$ cat config.mk
export PLATFORM = sky130hd
export DESIGN_NAME = seven_segment_scanner
export DESIGN_NICKNAME = d
export VERILOG_FILES = /design/src/rtl/seven_segment_scanner.sv
export SDC_FILE = /design/constraint.sdc
export NUM_CORES = 1
export LEC_CHECK = 0
export BUFFER_PORTS_ARGS = -buffer_cell sky130_fd_sc_hd__buf_2
export CAP_MARGIN = 20
export CORE_AREA = 3 3 77 79
export DETAILED_ROUTE_END_ITERATION = 10
export DIE_AREA = 0 0 80 82
export PLACE_DENSITY = 0.82
export SETUP_SLACK_MARGIN = 0.3
export SYNTH_ARGS = -nofsm -noshare
export SYNTH_HDL_FRONTEND = slang
export SYNTH_SLANG_ARGS = --single-unit
$ cat constraint.sdc
create_clock -name clock -period 2.1 [get_ports clock]
set_input_delay 0.21 -clock clock [delete_from_list [all_inputs] [get_ports clock]]
set_output_delay 0.21 -clock clock [all_outputs]
set_load 0.01 [all_outputs]
$ cat src/rtl/seven_segment_scanner.sv
// Multiplexed seven-segment display scanner.
// Cycles a one-hot digit select across DIGITS positions, holding each for
// REFRESH_DIV clocks, and drives the segment pattern for the selected digit
// through one shared BCD decoder. New values are written into a shadow register.
// They reach the display register only at a frame boundary, so a frame is never
// shown half old and half new.
// Optional feature macro: LEADING_ZERO_BLANK_EN (blank zero digits above the
// most significant nonzero digit; digit 0 is always shown).
module seven_segment_scanner #(
  parameter int unsigned DIGITS      = 4,
  parameter int unsigned REFRESH_DIV = 1000
) (
  input  logic                  clock,
  input  logic                  reset_n,
  input  logic                  load,
  input  logic [4*DIGITS-1:0]   value,
  input  logic                  blank,
  output logic [6:0]            segments,
  output logic [DIGITS-1:0]     digit_enable,
  output logic                  pending,
  output logic                  frame_done
);

  localparam int unsigned SlotW = (REFRESH_DIV > 1) ? $clog2(REFRESH_DIV) : 1;
  localparam int unsigned IdxW  = (DIGITS > 1) ? $clog2(DIGITS) : 1;

  localparam logic [SlotW-1:0] SlotLast = SlotW'(REFRESH_DIV - 1);
  localparam logic [IdxW-1:0]  IdxLast  = IdxW'(DIGITS - 1);

  logic [SlotW-1:0]      slot_q, slot_d;
  logic [IdxW-1:0]       idx_q, idx_d;
  logic [4*DIGITS-1:0]   shadow_q, shadow_d;
  logic [4*DIGITS-1:0]   display_q, display_d;
  logic                  pending_q, pending_d;
  logic                  frame_done_q, frame_done_d;
  logic [6:0]            segments_q, segments_d;
  logic [DIGITS-1:0]     digit_enable_q, digit_enable_d;

  logic                  slot_tc;
  logic                  frame_end;
  logic [3:0]            cur_code;
  logic                  cur_lz_blank;

  // Codes 10-15 have no glyph and render dark.
  function automatic logic [6:0] bcd_to_seg(input logic [3:0] code);
    logic [6:0] seg;
    case (code)
      4'd0:    seg = 7'b1111110;
      4'd1:    seg = 7'b0110000;
      4'd2:    seg = 7'b1101101;
      4'd3:    seg = 7'b1111001;
      4'd4:    seg = 7'b0110011;
      4'd5:    seg = 7'b1011011;
      4'd6:    seg = 7'b1011111;
      4'd7:    seg = 7'b1110000;
      4'd8:    seg = 7'b1111111;
      4'd9:    seg = 7'b1111011;
      default: seg = 7'b0000000;
    endcase
    return seg;
  endfunction

  // Scan timing: slot counter, digit index and frame boundary detection.
  always_comb begin
    slot_tc   = (slot_q == SlotLast);
    frame_end = slot_tc && (idx_q == IdxLast);
    slot_d    = slot_tc ? '0 : slot_q + SlotW'(1);
    idx_d     = idx_q;
    if (slot_tc) begin
      idx_d = (idx_q == IdxLast) ? '0 : idx_q + IdxW'(1);
    end
  end

  // Shadow/display handoff: a load at the boundary bypasses the shadow.
  always_comb begin
    shadow_d     = shadow_q;
    display_d    = display_q;
    pending_d    = pending_q;
    frame_done_d = frame_end;
    if (frame_end) begin
      if (load) begin
        display_d = value;
      end else if (pending_q) begin
        display_d = shadow_q;
      end
      pending_d = 1'b0;
    end else if (load) begin
      shadow_d  = value;
      pending_d = 1'b1;
    end
  end

  // Select the current digit's code from the display register.
  always_comb begin
    cur_code = 4'd0;
    for (int i = 0; i < int'(DIGITS); i++) begin
      if (idx_q == IdxW'(i)) begin
        cur_code = display_q[4*i +: 4];
      end
    end
  end

`ifdef LEADING_ZERO_BLANK_EN
  logic [DIGITS-1:0] lz_mask;

  // lz_mask[i] is set when digit i and every digit above it are zero.
  always_comb begin
    logic all_zero;
    lz_mask  = '0;
    all_zero = 1'b1;
    for (int i = int'(DIGITS) - 1; i >= 1; i--) begin
      all_zero   = all_zero && (display_q[4*i +: 4] == 4'd0);
      lz_mask[i] = all_zero;
    end
  end

  // Look up the blank flag for the digit currently being scanned.
  always_comb begin
    cur_lz_blank = 1'b0;
    for (int i = 0; i < int'(DIGITS); i++) begin
      if (idx_q == IdxW'(i)) begin
        cur_lz_blank = lz_mask[i];
      end
    end
  end
`else
  // All digits are shown, leading zeros included.
  always_comb begin
    cur_lz_blank = 1'b0;
  end
`endif

  // Output next-state: decoded segments and one-hot enable (blank gates enable only).
  always_comb begin
    segments_d     = cur_lz_blank ? 7'b0000000 : bcd_to_seg(cur_code);
    digit_enable_d = '0;
    if (!blank) begin
      for (int i = 0; i < int'(DIGITS); i++) begin
        if (idx_q == IdxW'(i)) begin
          digit_enable_d[i] = 1'b1;
        end
      end
    end
  end

  // State and registered outputs.
  always_ff @(posedge clock or negedge reset_n) begin
    if (!reset_n) begin
      slot_q         <= '0;
      idx_q          <= '0;
      shadow_q       <= '0;
      display_q      <= '0;
      pending_q      <= 1'b0;
      frame_done_q   <= 1'b0;
      segments_q     <= '0;
      digit_enable_q <= '0;
    end else begin
      slot_q         <= slot_d;
      idx_q          <= idx_d;
      shadow_q       <= shadow_d;
      display_q      <= display_d;
      pending_q      <= pending_d;
      frame_done_q   <= frame_done_d;
      segments_q     <= segments_d;
      digit_enable_q <= digit_enable_d;
    end
  end

  assign segments     = segments_q;
  assign digit_enable = digit_enable_q;
  assign pending      = pending_q;
  assign frame_done   = frame_done_q;

endmodule
Word level (Yosys, flattened, before mapping) --
Memory sizes are Yosys's and may differ from the RTL's. A register that Yosys moved wholly into a read port is not among the register bits. Index checks and enable logic that the tools add are counted.
Storage, ports and cells: flip-flop bits (word level) 50, memory bits (read-only) 112, bits of input ports 20, output and inout bits 13, logic and storage cells 37, memories kept 1
Operators by class: $add $sub $neg 2, equality and inequality tests 4, mux-type cells 15, bitwise operators 1, reduce and logical (&&, ||, !) cells 7
Memories:
- (no name shown) | depth 16, width 7, read ports 1, clocked after memory_dff 1, wr ports 0, RTL line 47 | case (code)
Operator list (number):
- 2-to-1 mux 16 bit | 2
- 2-to-1 mux 4 bit | 5
- adder 10 x 1 -> 10 bit, second input constant | 1
- == test 10 bit, second input constant | 1
- 2-to-1 mux 10 bit | 1
- 2-to-1 mux 1 bit | 6
- == test 2 bit, second input constant | 2
- AND reduction 2 bit | 2
- nonzero test 2 bit | 2
- adder 2 x 1 -> 2 bit, second input constant | 1
- == test 2 x 1 -> 1 bit, second input constant | 1
- logical NOT 2 bit | 1
- 2-to-1 mux 2 bit | 1
- logical AND 1 bit | 1
- logical NOT 1 bit | 1
- NOT 1 bit | 1

Longest topological paths before layout --
depth after elaboration 5, gate-level depth with buffers 10, gate-level depth less buffers 9

Worst setup path before layout --
No wires, ideal clock.
path type register to register, from reg idx_q[0], to reg segments_q[3], in the netlist segments[3], library setup time 0.083 ns, arrival 1.891 ns, required time 2.017 ns, setup slack 0.126 ns, stages on the path, launching flop included 10, path buffers 0, clock period less this slack 1.974 ns, cell sequence dfrtp_1 > inv_1 > ha_1 > nor2_1 > o211ai_1 > o221ai_1 > inv_1 > ha_1 > mux2_2 > o22ai_1
Between the ends: cells in the longest elaborated chain, start to end 5, elaborated cells on any way between the ends 8, those cells by class eq/ne (3); mux (4); reduce/logical (1)
Ends and longest elaborated chain:
- start: declaration | RTL line 31 | logic [IdxW-1:0] idx_q, idx_d;
- start signal: assignment | RTL line 159 | idx_q <= idx_d;
- logical NOT 2 bit | RTL line 97 | if (idx_q == IdxW'(i)) begin
- 2-to-1 mux 4 bit (3 in series) | RTL line 97
- 2-to-1 mux 4 bit * | RTL line 97
- end: declaration | RTL line 36 | logic [6:0] segments_q, segments_d;
Mark *: on every way between the ends. The rest lies on a longest branch, timed or not. A chain may end at the register's enable or synchronous reset.

Worst setup path in the final report --
from reg idx_q[1], to reg segments_q[6], in the netlist segments[6]
Same word-level chain as after synthesis.

==> reports/qor.yml <==
cp.buffers_inverters: 1
grt_usage_pct: 19.0
cts-root-buf: "clkbuf_8"
ant_nets: 0
clkLatencyLatePin_ps: 350
numCtsBuffers: 9
grt_max_degree: 26
drive_above_1_share_pct: 45.5
synth-warning-count: 0
worstSetupEndpointType: "flip-flop"
holdWs_ps: 65.8
dp_cells: 332
r2r_cells: 8
diodes: 0
ys_seq_elements: 57
first_pass_iters: 4
final_core_util_pct: 67.7
status: "finished, final reports clean"
drt-initial-drc-count: 115
die_y_um: 82
arrival_ps: 2330
netlist_area_mm2: 0.00271
seq_area_frac_synth_pct: 52.6
rsz0062_at_grt: "yes"
power-per-cell-area_mw_per_mm2: 602
syn_avg_cell_area_um2: 11.7
nets: 329
overflow: 0
finalMaxSlewViolations: 0
die_x_um: 80
clock_path_buffers: 2
crit_chain: "inv_4 -> ha_4 -> nand2_1 -> o211ai_1 -> o211ai_2 -> ha_2 -> mux2_4 -> o22ai_1"
drv_cap: 0
cts.sinks: 57
cp_slowest_cell: "dfrtp_2"
finClkSkew_ps: 9.41
synthFlopType: "dfrtp_1"
ir_drop_v: 0.000459
drc_errors: 0
grt_pass1_wl_mm: 9.31
slowest_delay_ps: 470
power_w: 0.00220
dieArea_mm2: 0.00656
worst_hold_path_type: "in2reg"
grt_pass1_vias: 1960
port_buffers: 32
cp.depth: 8
antenna_found_initial: 0
p_leak_nw: 1.64
synthDistinctLibCells: 37
syn-instance-count: 231
area_delta_synth_final_pct: 35.0
holdPathStages: 2
synth_edf_count: 0
fmax_ghz: 0.482
syn-num-nets: 262
routed_via_density: 5.41
async_reset_ff_share_pct: 100
gp_congestion: 0.815
design.core.area_mm2: 0.00541
tightest_slew_ps: 559
cp_top_family: "compound AO/OA/AOI/OAI gates"
setup_viol: 0
period_share_pct: 98.7
period_minus_slack_ps: 2070
finalHoldViolations: 0
routedWlPerCell_um: 16.5
post-place-ws_ps: 106
drt-total-wl_mm: 6.15
dpl.hpwl_mm: 3.48
clkTransAtPathRegs_ps: 60
ios: 33
cts_tree: "built"
cp.required_ps: 2360
routed-via-count: 2019
cp_max_fo: 6
rows: 27
final.setup.worst_slack_ps: 27.4
h-tree-depth: 3
critical_path.startpoint_type: "flip-flop"
relSlewSlack_pct: 62.7
fillerInstances: 387
fin_cells: 373
crit_type: "reg2reg"
initial_core_util_pct: 50.1
## report_power, final
group	internal (W)	switching (W)	total, W	leakage [nW]
sequential	0.00113	0.0000170	0.00115	0.703
combinational	0.0000904	0.0000773	0.000168	0.859
clock	0.000481	0.000408	0.000888	0.0826
## registers in the layout (all words and copies together) (netlist names)
register	count
digit_enable	4
display_q	16
frame_done	1
idx_q	2
pending	1
segments	7
shadow_q	16
slot_q	10
## path summary, 6_finish.rpt
kind                                 startpoint  slack (ps)                        end
min                                       blank          70  digit_enable[0]$_DFF_PN0_
max in group asynchronous               reset_n        1040  digit_enable[3]$_DFF_PN0_
min reg2reg                 slot_q[0]$_DFF_PN0_         500        slot_q[0]$_DFF_PN0_
min in group asynchronous               reset_n         380   shadow_q[11]$_DFFE_PN0P_
max                        idx_q[1]$_DFFE_PN0N_          30      segments[6]$_DFF_PN0_
max reg2reg                idx_q[1]$_DFFE_PN0N_          30      segments[6]$_DFF_PN0_
## cells in the final DEF (no fill, tap or decap), drive strengths merged
cell type,instances
buf,63
dfrtp,57
nor2,28
mux2i,18
a21oi,18
mux2,17
clkbuf,15
ha,11
nand2,10
inv,8
o22ai,7
nand2b,6
nor2b,5
nand3,5
xor2,4
o211ai,4
o21ai,4
xnor2,3
nand3b,2
a31oi,2
nand4,2
and2,2
o221ai,1
or3b,1
a22oi,1
or3,1
a311oi,1
nor4,1
nor3,1
o41ai,1
nor3b,1
dlygate4sd3,1
## cell usage after synthesis (2+ instances only)
cell      instances  area share (%)
o211ai_1          3            0.83
dfrtp_1          57              53
xor2_1            4             1.3
mux2_4           10             5.5
ha_1             11             5.1
nand4_1           2            0.46
nand2_1           9             1.2
clkbuf_1          3            0.42
buf_2             4            0.74
o22ai_1           7             1.6
nor2b_1           5             1.2
o21ai_0           4            0.74
xnor2_1           3            0.97
nand3_1           5            0.92
nand3b_1          2            0.55
nand2b_1          6             1.4
nor2_1           28             3.9
a21oi_1          18             3.3
mux2i_1          18             6.6
mux2_2            7             2.9
inv_1             8             1.1
a31oi_2           2            0.92
## cell families after synthesis
kind of cell    Yosys count  share of synthesized area (%)
mux                      35                           15.1
flops                    57                           52.6
xor+xnor                  7                           2.26
buf+inv                  17                           3.42
compound gates           39                           9.14
simple gates             65                           12.4
fa+ha+maj                11                           5.08
## area by class of cell
| cell class | instances | area [um^2] | share of cell area (%) |
|---|---|---|---|
| Multi-Input combinational cell | 157 | 1440 | 39.3 |
| Sequential cell | 57 | 1430 | 39.1 |
| Timing Repair Buffer | 65 | 500 | 13.7 |
| Clock buffer | 14 | 163 | 4.45 |
| Tap cell | 72 | 90.1 | 2.46 |
| Inverter | 8 | 37.5 | 1.03 |
## worst reg2reg max path: stages, from the launching register on
cell,delay (ps)
dfrtp_2,470
inv_4,110
ha_4,160
nand2_1,60
o211ai_1,300
o211ai_2,240
ha_2,230
mux2_4,280
o22ai_1,140
## timing repair
action	in CTS	in global routing
hold buffers	1	0
endpoints found under the setup margin	39	39
hold endpoints to repair	23	0
gates resized for setup	23	29
gates cloned	2	1
buffers inserted	18	5
pin swaps	6	6
## metal layers
metal	vias to the layer above	track usage, %	share of wire, %
met5	-	0	0
met4	0	9.97	2.5
met3	19	4.50	4.4
met2	53	31.5	51
met1	1011	23.1	42
li1	936	-	-
## through the flow
stage	instance area [um^2]	setup TNS [ps]
floorplan	2770	0
global placement	3030	0
detailed placement	3030	0
CTS	3470	0
global route	3660	-96.3
finish	3660	0
No activity file was read; power rests on OpenSTA's default activity.
